File: config.mk
export PLATFORM = sky130hd
export DESIGN_NAME = proc_mem_arbiter_flat
export DESIGN_NICKNAME = d
export VERILOG_FILES = /design/src/rtl/proc_mem_arbiter_pkg.sv /design/src/rtl/proc_mem_arbiter_if.sv /design/src/rtl/proc_mem_arbiter.sv /design/src/flat_wrapper.sv
export SDC_FILE = /design/constraint.sdc
export NUM_CORES = 1
export LEC_CHECK = 0
export ABC_AREA = 1
export BUFFER_PORTS_ARGS = -buffer_cell sky130_fd_sc_hd__buf_2
export CORE_AREA = 2 2 151 153
export DETAILED_ROUTE_END_ITERATION = 10
export DIE_AREA = 0 0 153 155
export PLACE_DENSITY = 0.49
export RECOVER_POWER = 50
export SETUP_SLACK_MARGIN = 0.4
export SLEW_MARGIN = 40
export SYNTH_ARGS = -nofsm -noshare
export SYNTH_HDL_FRONTEND = slang
export SYNTH_SLANG_ARGS = --single-unit
File: constraint.sdc
create_clock -name clk -period 2.2 [get_ports clk]
set_input_delay 0.11 -clock clk [delete_from_list [all_inputs] [get_ports clk]]
set_output_delay 0.11 -clock clk [all_outputs]
set_load 0.02 [all_outputs]
File: src/rtl/proc_mem_arbiter_pkg.sv
// Message types for the 4-byte processor/memory request and response channels.
package proc_mem_arbiter_pkg;

    typedef struct packed {
        logic [2:0]  msg_type;
        logic [7:0]  opaque;
        logic [31:0] addr;
        logic [1:0]  len;
        logic [31:0] data;
    } mem_req_4B_t;

    typedef struct packed {
        logic [2:0]  msg_type;
        logic [7:0]  opaque;
        logic [1:0]  test;
        logic [1:0]  len;
        logic [31:0] data;
    } mem_resp_4B_t;

endpackage

File: src/rtl/proc_mem_arbiter_if.sv
// Request/response handshake bundle between a memory requester (master) and a memory (slave).
interface proc_mem_arbiter_if;
    import proc_mem_arbiter_pkg::*;

    mem_req_4B_t  req_msg;
    logic         req_val;
    logic         req_rdy;
    mem_resp_4B_t resp_msg;
    logic         resp_val;
    logic         resp_rdy;

    modport master (
        output req_msg, req_val, resp_rdy,
        input  req_rdy, resp_msg, resp_val
    );

    modport slave (
        input  req_msg, req_val, resp_rdy,
        output req_rdy, resp_msg, resp_val
    );
endinterface

File: src/rtl/proc_mem_arbiter.sv
// Round-robin arbiter sharing one in-order memory port between dmem (requester 0) and imem (1).
// A tracking FIFO remembers owner and opaque of each in-flight request to route responses back.
module proc_mem_arbiter
    import proc_mem_arbiter_pkg::*;
#(
    parameter int MAX_OUTSTANDING = 4
) (
    input  logic                             clk,
    input  logic                             reset,
    proc_mem_arbiter_if.slave                dmem,
    proc_mem_arbiter_if.slave                imem,
    proc_mem_arbiter_if.master               mem,
    output logic [$clog2(MAX_OUTSTANDING):0] outstanding
);
    localparam int PW = $clog2(MAX_OUTSTANDING);
    localparam int CW = PW + 1;

    logic          prio;
    logic [PW-1:0] head;
    logic [PW-1:0] tail;
    logic [CW-1:0] count;
    logic [8:0]    track_q [MAX_OUTSTANDING];

    logic         can_issue;
    logic         candidate;
    logic         req_fire;
    logic         resp_fire;
    logic         fifo_empty;
    logic         head_owner;
    logic [7:0]   head_opaque;
    logic [7:0]   cand_opaque;
    mem_req_4B_t  req_sel;
    mem_resp_4B_t resp_routed;

    // Registered count only: a pop in the same cycle does not free a slot for a push.
    assign can_issue   = count < CW'(MAX_OUTSTANDING);
    assign candidate   = (dmem.req_val && imem.req_val) ? prio : imem.req_val;
    assign cand_opaque = candidate ? imem.req_msg.opaque : dmem.req_msg.opaque;

    always_comb begin
        req_sel        = candidate ? imem.req_msg : dmem.req_msg;
        req_sel.opaque = '0;
    end

    assign mem.req_msg  = req_sel;
    assign mem.req_val  = can_issue && (dmem.req_val || imem.req_val);
    assign dmem.req_rdy = !candidate && can_issue && mem.req_rdy;
    assign imem.req_rdy = candidate && can_issue && mem.req_rdy;
    assign req_fire     = mem.req_val && mem.req_rdy;

    assign fifo_empty  = (count == '0);
    assign head_owner  = track_q[head][8];
    assign head_opaque = track_q[head][7:0];

    always_comb begin
        resp_routed        = mem.resp_msg;
        resp_routed.opaque = head_opaque;
    end

    assign dmem.resp_msg  = resp_routed;
    assign imem.resp_msg  = resp_routed;
    assign dmem.resp_val  = !fifo_empty && !head_owner && mem.resp_val;
    assign imem.resp_val  = !fifo_empty && head_owner && mem.resp_val;
    assign mem.resp_rdy   = !fifo_empty && (head_owner ? imem.resp_rdy : dmem.resp_rdy);
    assign resp_fire      = mem.resp_val && mem.resp_rdy;

    always_ff @(posedge clk) begin
        if (reset) begin
            prio  <= 1'b0;
            head  <= '0;
            tail  <= '0;
            count <= '0;
        end else begin
            if (req_fire) begin
                prio <= ~candidate;
                tail <= tail + 1'b1;
            end
            if (resp_fire) begin
                head <= head + 1'b1;
            end
            case ({req_fire, resp_fire})
                2'b10:   count <= count + 1'b1;
                2'b01:   count <= count - 1'b1;
                default: count <= count;
            endcase
        end
    end

    // Entries need no reset: they are only read while the FIFO holds them.
    always_ff @(posedge clk) begin
        if (req_fire) begin
            track_q[tail] <= {candidate, cand_opaque};
        end
    end

    assign outstanding = count;

endmodule

File: src/flat_wrapper.sv
// flat-port wrapper written by rule: the top's interface ports become plain ports
module proc_mem_arbiter_flat import proc_mem_arbiter_pkg::*;
#(
    parameter int MAX_OUTSTANDING = 4
)
  (clk, reset, outstanding, dmem_req_msg, dmem_req_val, dmem_resp_rdy, dmem_req_rdy, dmem_resp_msg, dmem_resp_val, imem_req_msg, imem_req_val, imem_resp_rdy, imem_req_rdy, imem_resp_msg, imem_resp_val, mem_req_msg, mem_req_val, mem_resp_rdy, mem_req_rdy, mem_resp_msg, mem_resp_val);
  proc_mem_arbiter_if dmem_i ();
  proc_mem_arbiter_if imem_i ();
  proc_mem_arbiter_if mem_i ();
  input  logic clk;
  input  logic reset;
  output logic [$clog2(MAX_OUTSTANDING):0] outstanding;
  input wire logic [$bits(dmem_i.req_msg)-1:0] dmem_req_msg;
  input wire logic [$bits(dmem_i.req_val)-1:0] dmem_req_val;
  input wire logic [$bits(dmem_i.resp_rdy)-1:0] dmem_resp_rdy;
  output wire logic [$bits(dmem_i.req_rdy)-1:0] dmem_req_rdy;
  output wire logic [$bits(dmem_i.resp_msg)-1:0] dmem_resp_msg;
  output wire logic [$bits(dmem_i.resp_val)-1:0] dmem_resp_val;
  input wire logic [$bits(imem_i.req_msg)-1:0] imem_req_msg;
  input wire logic [$bits(imem_i.req_val)-1:0] imem_req_val;
  input wire logic [$bits(imem_i.resp_rdy)-1:0] imem_resp_rdy;
  output wire logic [$bits(imem_i.req_rdy)-1:0] imem_req_rdy;
  output wire logic [$bits(imem_i.resp_msg)-1:0] imem_resp_msg;
  output wire logic [$bits(imem_i.resp_val)-1:0] imem_resp_val;
  output wire logic [$bits(mem_i.req_msg)-1:0] mem_req_msg;
  output wire logic [$bits(mem_i.req_val)-1:0] mem_req_val;
  output wire logic [$bits(mem_i.resp_rdy)-1:0] mem_resp_rdy;
  input wire logic [$bits(mem_i.req_rdy)-1:0] mem_req_rdy;
  input wire logic [$bits(mem_i.resp_msg)-1:0] mem_resp_msg;
  input wire logic [$bits(mem_i.resp_val)-1:0] mem_resp_val;
  assign dmem_i.req_msg = dmem_req_msg;
  assign dmem_i.req_val = dmem_req_val;
  assign dmem_i.resp_rdy = dmem_resp_rdy;
  assign dmem_req_rdy = dmem_i.req_rdy;
  assign dmem_resp_msg = dmem_i.resp_msg;
  assign dmem_resp_val = dmem_i.resp_val;
  assign imem_i.req_msg = imem_req_msg;
  assign imem_i.req_val = imem_req_val;
  assign imem_i.resp_rdy = imem_resp_rdy;
  assign imem_req_rdy = imem_i.req_rdy;
  assign imem_resp_msg = imem_i.resp_msg;
  assign imem_resp_val = imem_i.resp_val;
  assign mem_req_msg = mem_i.req_msg;
  assign mem_req_val = mem_i.req_val;
  assign mem_resp_rdy = mem_i.resp_rdy;
  assign mem_i.req_rdy = mem_req_rdy;
  assign mem_i.resp_msg = mem_resp_msg;
  assign mem_i.resp_val = mem_resp_val;
  proc_mem_arbiter #(.MAX_OUTSTANDING(MAX_OUTSTANDING)) u_core (.clk(clk), .reset(reset), .dmem(dmem_i), .imem(imem_i), .mem(mem_i), .outstanding(outstanding));
endmodule
==> results of run 1 <==
power by group through the flow:
stage	logic, W	clock network (W)	registers, W
after floorplan	0.000864	0	0.00104
after global placement	0.00110	0	0.00104
after detailed placement	0.00110	0	0.00104
after CTS	0.00111	0.000767	0.00102
after global routing	0.00126	0.000801	0.00103
final	0.00115	0.000741	0.00102
registers in the layout, summed over array words and instances (netlist names), named ones only:
| register | cells |
|---|---|
| u_core.track_q | 36 |
| u_core.tail | 2 |
| u_core.prio | 1 |
| u_core.head | 2 |
| u_core.outstanding | 3 |
worst min-delay path: stages:
cell     delay [ps]
buf_2           100
a21oi_1          80
nor2_1           70
cell type report:
class	count	share of cell area (%)
timing repair buffer	279	31.3
clock inverter	2	0.286
tap	285	7.40
clock buffer	6	2.67
multi-input combinational	336	30.0
antenna	1	0.0519
inverter	17	1.53
sequential	46	26.7
final timing paths:
check                                to  cells after the start      startpoint
setup reg to reg  u_core.outstanding[2]                     13       flip-flop
setup / recovery        mem_req_msg[47]                      7     u_core.prio
hold / removal           u_core.head[0]                      3    mem_resp_val
hold reg to reg          u_core.head[0]                      2  u_core.head[0]
kinds of logic after synthesis:
group,Yosys count
flip-flops,46
adder cells (fa/ha/maj),6
AND/OR/NAND/NOR,282
buffers and inverters,131
other,1
AO/OA/AOI/OAI,40
timing repair:
| action | in CTS | in global routing |
|---|---|---|
| pin swaps | 2 | 5 |
| cloned | 0 | 3 |
| hold buffers | 0 | 1 |
| setup endpoints to repair | 2 | 4 |
| buffers inserted | 3 | 6 |
| endpoints found under the hold margin | 0 | 1 |
| resized for setup | 3 | 7 |
metrics by stage:
step                area, sq um  instances  hold WS [ps]  util [%]  total power (W)
CTS                        4710        961         0.528      21.2          0.00290
global route               4820        971           118      21.7          0.00309
floorplan                  3610        513           175         -          0.00191
finish                     4820        972           105      21.7          0.00291
global placement           4540        950           220      20.4          0.00213
detailed placement         4540        950           220      20.4          0.00214
routing by layer:
metal | global-route usage [%] | vias to the layer above | part of all wire [%]
li1 | - | 1838 | -
met1 | 13.5 | 1559 | 42
met2 | 17.2 | 236 | 46
met3 | 4.15 | 15 | 9.7
met4 | 3.66 | 2 | 2.0
met5 | 0 | - | 0.11
placed cells by master, fill, tap and decap left out, types with 4 or more instances in the layout:
master / n
dfxtp_1: 6
o22ai_1: 8
clkbuf_16: 8
nor2_1: 30
o21ai_0: 19
nand3_2: 4
clkbuf_1: 11
conb_1: 8
edfxtp_1: 36
a21oi_1: 8
buf_2: 251
nand2_1: 241
inv_1: 11
ha_1: 4
buf_4: 11
==> results.json, run 1 <==
{
  "rsz0062_at_grt": "true",
  "antenna_found_initial": 2,
  "postRouteAntennaNets": 0,
  "setup_slack_ps": 185,
  "cts_tree": "done",
  "fillers": 2525,
  "drive_gt1_share_pct": 43.3,
  "synth-edff-count": 36,
  "final-hold-violation-count": 0,
  "gp_congestion": 0.756,
  "dr.pass1.iters": 4,
  "leakagePower_nw": 2.58,
  "drt_iter0_drc": 172,
  "numCtsBuffers": 5,
  "cts.clk_slew.worst_paths_ps": 70,
  "muxShareOfSynthArea_pct": 0,
  "cp_max_fo": 16,
  "pre_cts_ws_ps": 154,
  "intPower_w": 0.00183,
  "grt_pass1_wl_mm": 19.6,
  "start_util_pct": 16.0,
  "cts.htree.levels": 2,
  "numClockSinks": 46,
  "cts_root_buf": "clkbuf_16",
  "synth_xor_area_share_pct": 0,
  "p_comb_share_pct": 39.4,
  "slowest_delay_ps": 420,
  "row_count": 55,
  "grt_max_degree": 69,
  "power_frac_seq_pct": 35.1,
  "insertion_delay_ps": 290,
  "maxSlewHeadroom_pct": 56.1,
  "setup_viol": 0,
  "synth-compound-area-share_pct": 6.24,
  "synth_area_sq_um": 3550,
  "cts_max_path_buffers": 2,
  "io_pins": 389,
  "synth_top_family_by_area": "simple AND/OR/NAND/NOR gates",
  "drt_wl_total_mm": 14.7,
  "multi_input_area_sq_um": 1450,
  "dieArea_sq_um": 23700,
  "cpLargestDelayFamily": "buffers and inverters",
  "regArea_sq_um": 1290,
  "cp_data_arrival_time_ps": 1910,
  "synthAdderAreaFrac_pct": 2.33,
  "endpoint_kind": "output pin",
  "synth_top_area_share_pct": 30.5,
  "grt.total_usage_pct": 10.8,
  "synth_cells": 506,
  "ys_ff_latch": 46,
  "crit_path_start_kind": "flip-flop",
  "hpwlAfterDp_mm": 11.1,
  "irDropWorstVdd_uv": 300,
  "post-route-period-util_pct": 91.6,
  "syn_avg_cell_area_sq_um": 7.01,
  "swShare_pct": 37.1,
  "synthArstFlopShare_pct": 0,
  "post-synth-top-count-cell": "nand2_1",
  "drc": 0,
  "core_sq_um": 22200,
  "die-height_um": 155,
  "synth_area_leader_cell": "edfxtp_1",
  "p_sw_w": 0.00108,
  "synth_area_leaders": "edfxtp_1, nand2_1, buf_4",
  "maxSlewViolCount": 0,
  "drv_cap": 0,
  "die_w_um": 153,
  "synth-seq-area-share_pct": 36.1,
  "worstPathRequired_ps": 2090,
  "fmax_mhz": 496,
  "fin_nets": 900,
  "numPortBuffers": 255,
  "p_per_area_nw_per_um2": 604,
  "cpMaxStageDelayCell": "clkbuf_1",
  "cp_common_cell": "nand2_1",
  "grt_pass1_vias": 3340,
  "outcome": "finished clean",
  "r2r_slack_ps": 230,
  "viasPerCell": 3.76,
  "crit_type": "reg2out",
  "hold_class": "in2reg",
  "route.vias.total": 3650,
  "synth_commonest_cells": "nand2_1, buf_4, edfxtp_1",
  "synthDistinctLibCells": 24,
  "gr-total-overflow": 0,
  "crit_path_cell_trace": "o21ai_4 -> clkbuf_1 -> inv_4 -> buf_4 -> nand2_1 -> nand2_1 -> buf_2",
  "tightest_slew_ps": 659,
  "cp_num_buf_inv": 4,
  "fin_setup_tns_ps": 0,
  "area_growth_pct": 35.9,
  "final.min_clock_period_ps": 2020,
  "synth-main-ff-cell": "edfxtp_1",
  "power_frac_clock_pct": 25.5,
  "fin_skew_ps": 6.13,
  "yosys_warnings": 0,
  "yosys.area_share.simple_pct": 30.6,
  "routedWlPerCell_um": 15.1
}
Power figures use the tool's default switching activity.
==> run 2: changes to the inputs <==
Settings changed: BUFFER_PORTS_ARGS -buffer_cell sky130_fd_sc_hd__buf_2 to default, DONT_BUFFER_PORTS from default to 1, PLACE_DENSITY 0.49 to 0.34.
==> run 2 against run 1 <==
Clock-buffer cell count shrank 1. Critical path depth grew 6. Via count shrank 15%. Largest power group is now registers. Clock power is essentially flat. Sequential share of layout area grew 6.0 points. Final area shrank 18%. Clock skew shrank 0.95 ps.
==> results.json, run 2 (synthesized netlist as in run 1, its figures left out) <==
{
  "outcome": "finished clean",
  "setup_viol": 0,
  "cts_root_buf": "clkbuf_16",
  "multi_input_area_sq_um": 1500,
  "tightest_slew_ps": 666,
  "p_per_area_nw_per_um2": 705,
  "area_growth_pct": 11.3,
  "gp_congestion": 0.915,
  "postRouteAntennaNets": 0,
  "cts_tree": "done",
  "rsz0062_at_grt": "true",
  "routedWlPerCell_um": 21.7,
  "grt.total_usage_pct": 12.8,
  "hold_class": "in2reg",
  "antenna_found_initial": 4,
  "cts.clk_slew.worst_paths_ps": 70,
  "dp.cells": 735,
  "grt_pass1_wl_mm": 21.6,
  "core_sq_um": 22200,
  "cp_max_fo": 5,
  "maxSlewHeadroom_pct": 55.6,
  "numCtsBuffers": 5,
  "die-height_um": 155,
  "cp_data_arrival_time_ps": 2110,
  "regArea_sq_um": 1290,
  "cts_max_path_buffers": 2,
  "numPortBuffers": 0,
  "dieArea_sq_um": 23700,
  "start_util_pct": 16.0,
  "die_w_um": 153,
  "fin_setup_tns_ps": 0,
  "largest_reg_flops": 36,
  "regMostFlops": "u_core.track_q",
  "final.min_clock_period_ps": 1930,
  "post-route-period-util_pct": 87.8,
  "grt_max_degree": 83,
  "maxSlewViolCount": 0,
  "fin_nets": 691,
  "endpoint_kind": "flip-flop",
  "drt_wl_total_mm": 16.6,
  "cts.htree.levels": 2,
  "io_pins": 389,
  "fmax_mhz": 518,
  "layout_common_cells": "nand2_1, buf_4, edfxtp_1",
  "fin_skew_ps": 5.18,
  "worstPathRequired_ps": 2380,
  "viasPerCell": 4.06,
  "row_count": 55,
  "drc": 0,
  "crit_type": "reg2reg",
  "drv_cap": 0,
  "leakagePower_nw": 1.80,
  "irDropWorstVdd_uv": 249,
  "gr-total-overflow": 0,
  "hpwlAfterDp_mm": 13.9,
  "fillers": 2541,
  "drt_iter0_drc": 194,
  "dr.pass1.iters": 4,
  "grt_pass1_vias": 2911,
  "instances_no_fill": 763,
  "drive_gt1_share_pct": 20.8,
  "insertion_delay_ps": 290,
  "route.vias.total": 3096,
  "crit_path_start_kind": "flip-flop",
  "numClockSinks": 46,
  "final-hold-violation-count": 0,
  "layout_commonest_cell": "nand2_1"
}
run 2: worst max-delay path: stages (launching register included):
cell and delay, ps:
dfxtp_4 390, inv_6 40, nand2_2 50, nand3_2 90, nand2_4 90, nand3_2 70
a21oi_2 140, ha_2 180, inv_2 40, fa_2 340, a21oi_2 120, o21ai_1 90
o21ai_1 120, a21oi_1 50
run 2: power breakdown:
group / internal (W) / switching, W / total, W
sequential: 0.000999 / 0.0000261 / 0.00102
clock: 0.000420 / 0.000323 / 0.000744
combinational: 0.000308 / 0.000705 / 0.00101
total: 0.00173 / 0.00105 / 0.00278
run 2: through the flow:
| stage | util (%) | hold slack [ps] | instance area, sq um | worst slack (ps) | total power, W |
|---|---|---|---|---|---|
| after global placement | 16.1 | 176 | 3580 | 148 | 0.00197 |
| after global routing | 17.8 | 89.1 | 3950 | 137 | 0.00291 |
| final | 17.8 | 23.1 | 3950 | 269 | 0.00278 |
| after CTS | 17.3 | -133 | 3840 | 279 | 0.00278 |
| after floorplan | - | 175 | 3610 | 313 | 0.00191 |
| after detailed placement | 16.1 | 185 | 3580 | 130 | 0.00198 |
run 2: timing repair:
item,CTS,global route
endpoints found under the setup margin,63,10
endpoints found under the hold margin,3,2
pin swaps,6,2
buffers inserted,12,4
hold buffers,1,1
gates cloned,0,1
resized for setup,9,12
run 2: cell type report:
cell class / count / share of cell area, %
Clock inverter: 3 / 0.539
Timing Repair Buffer: 70 / 14.6
Clock buffer: 5 / 3.17
Sequential cell: 46 / 32.7
Antenna cell: 1 / 0.0634
Multi-Input combinational cell: 336 / 38.0
Inverter: 17 / 1.87
Tap cell: 285 / 9.04
run 2: worst paths after layout:
kind	start	endpoint	slack, ps	cells past startpoint
worst max-delay path	flip-flop	u_core.outstanding[2]	270	13
worst min-delay path	mem_req_rdy	u_core.prio	20	2
worst max register to register	flip-flop	u_core.outstanding[2]	270	13
worst min register to register	u_core.head[0]	u_core.head[0]	490	2
run 2: layer usage:
layer / GRT usage [%] / share of wire [%]
met5: 1.86 / 0.59
met3: 7.83 / 14
met1: 15.0 / 38
met4: 3.97 / 2.1
met2: 19.2 / 45
==> run 3: changes to the inputs <==
Settings changed: REMOVE_ABC_BUFFERS from default to 1.
Clock period 2.2 ns to 2.4 ns, I/O delays scaled along.
==> run 3 against run 2 <==
Sequential share of layout area increased by 2.0 points. Die area unchanged. Final cell count decreased by 2.4%. Critical path type is now reg2out. Largest cell class unchanged.
==> results.json, run 3 (synthesized netlist as in run 1, its figures left out) <==
{
  "outcome": "finished clean",
  "num_antenna_cells": 0,
  "cp_max_fo": 16,
  "antenna_found_initial": 0,
  "crit_path_cell_trace": "clkbuf_1 -> o21ai_0 -> o22ai_1 -> buf_4",
  "maxSlewHeadroom_pct": 48.5,
  "placed_area_sq_um": 3510,
  "layout_common_cells": "nand2_1, buf_4, edfxtp_1",
  "worstPathRequired_ps": 2280,
  "grt.total_usage_pct": 12.3,
  "layout_commonest_cell": "nand2_1",
  "drt_iter0_drc": 158,
  "reg2reg_depth": 11,
  "fin_area_sq_um": 3700,
  "io_pins": 389,
  "route.vias.total": 3001,
  "hpwlAfterDp_mm": 13.5,
  "fillers": 2544,
  "start_util_pct": 16.0,
  "drive_gt1_share_pct": 15.7,
  "core_sq_um": 22200,
  "grt_pass1_vias": 2880,
  "endpoint_kind": "output pin",
  "numClockSinks": 46,
  "insertion_delay_ps": 290,
  "min_to": "u_core.prio",
  "viasPerCell": 4.03,
  "area_growth_pct": 4.41,
  "die-height_um": 155,
  "cts.clk_slew.worst_paths_ps": 60,
  "post-route-util_pct": 16.7,
  "tightest_slew_ps": 772,
  "gr-total-overflow": 0,
  "setup_viol": 0,
  "crit_type": "reg2out",
  "fin_nets": 674,
  "gp_congestion": 0.845,
  "rr_startpoint": "u_core.outstanding[1]",
  "worst_r2r_endpoint": "u_core.outstanding[2]",
  "numCtsBuffers": 5,
  "setup_slack_ps": 321,
  "drv_cap": 0,
  "numPortBuffers": 0,
  "cts_root_buf": "clkbuf_16",
  "cpMaxStageDelayCell": "clkbuf_1",
  "routedWlPerCell_um": 21.2,
  "drt_wl_total_mm": 15.8,
  "min_from": "mem_req_rdy",
  "cts_tree": "done",
  "fin_skew_ps": 3.81,
  "grt_pass1_wl_mm": 20.8,
  "dieArea_sq_um": 23700,
  "hold_class": "in2reg",
  "largest_reg_flops": 36,
  "leakagePower_nw": 1.69,
  "rsz0062_at_grt": "true",
  "pre_cts_ws_ps": 174,
  "cts_max_path_buffers": 2,
  "r2r_slack_ps": 410,
  "cts.htree.levels": 2,
  "cp_data_arrival_time_ps": 1960,
  "crit_path_start_kind": "flip-flop",
  "grt_max_degree": 79,
  "fmax_mhz": 481,
  "drc": 0,
  "maxSlewViolCount": 0,
  "irDropWorstVdd_uv": 259,
  "holdPathStages": 2,
  "final.min_clock_period_ps": 2080,
  "regMostFlops": "u_core.track_q",
  "dr.pass1.iters": 5,
  "final-hold-violation-count": 0,
  "die_w_um": 153,
  "post-route-period-util_pct": 86.6,
  "slowest_delay_ps": 590,
  "row_count": 55,
  "p_per_area_nw_per_um2": 659,
  "postRouteAntennaNets": 0
}
## run 3: how the worst max path moves through the flow
stage,startpoint,endpoint,cells past startpoint
2_1_floorplan,u_core.prio,dmem_req_rdy,3
3_3_place_gp,flip-flop,u_core.outstanding[2],13
3_5_place_dp,flip-flop,u_core.outstanding[2],13
4_1_cts,flip-flop,u_core.outstanding[2],13
5_1_grt,flip-flop,dmem_resp_msg[41],4
6_report,flip-flop,imem_resp_msg[41],4
## run 3: layout make-up
| type | instances | area, sq um | area share (%) |
|---|---|---|---|
| repair buffers | 53 | 408 | 11.0 |
| flip-flops and latches | 46 | 1290 | 34.7 |
| inverters | 17 | 68.8 | 1.86 |
| clock buffers | 5 | 125 | 3.38 |
| well taps | 285 | 357 | 9.63 |
| clock inverters | 3 | 21.3 | 0.574 |
| multi-input cells | 336 | 1440 | 38.8 |
## run 3: where the power goes
part           internal (W)  switching, W  total [W]  leakage, nW
Sequential         0.000915     0.0000190   0.000934        0.413
Combinational      0.000220      0.000608   0.000828         1.21
Clock              0.000385      0.000293   0.000678       0.0698
Total               0.00152      0.000919    0.00244         1.69
## run 3: layer usage
| layer | track usage [%] | wire length [um] | vias up |
|---|---|---|---|
| met3 | 9.25 | 2610 | 14 |
| li1 | - | - | 1382 |
| met2 | 19.5 | 7100 | 267 |
| met5 | 3.11 | 68 | - |
| met1 | 13.2 | 5890 | 1336 |
| met4 | 2.07 | 164 | 2 |
## run 3: critical path: cells and delay by family (launching register included)
family          cells  cell delay [ps]
flops               1              380
compound gates      2              460
buf+inv             2              820
## run 3: repair_timing
action / 4_1_cts / 5_1_grt
gates resized for setup: 8 / 7
endpoints found under the hold margin: 3 / 0
endpoints found under the setup margin: 2 / 2
hold buffers: 2 / 0
buffers inserted: 1 / 2
pin swaps: 1 / 4
## run 3: through the flow
stage               total power [W]  std cells  TNS [ps]  hold slack, ps
floorplan                   0.00149        399     -8520             192
global placement            0.00177        732         0             193
detailed placement          0.00179        732         0             195
CTS                         0.00249        743         0            38.8
global route                0.00257        745         0            57.7
finish                      0.00244        745         0            39.3
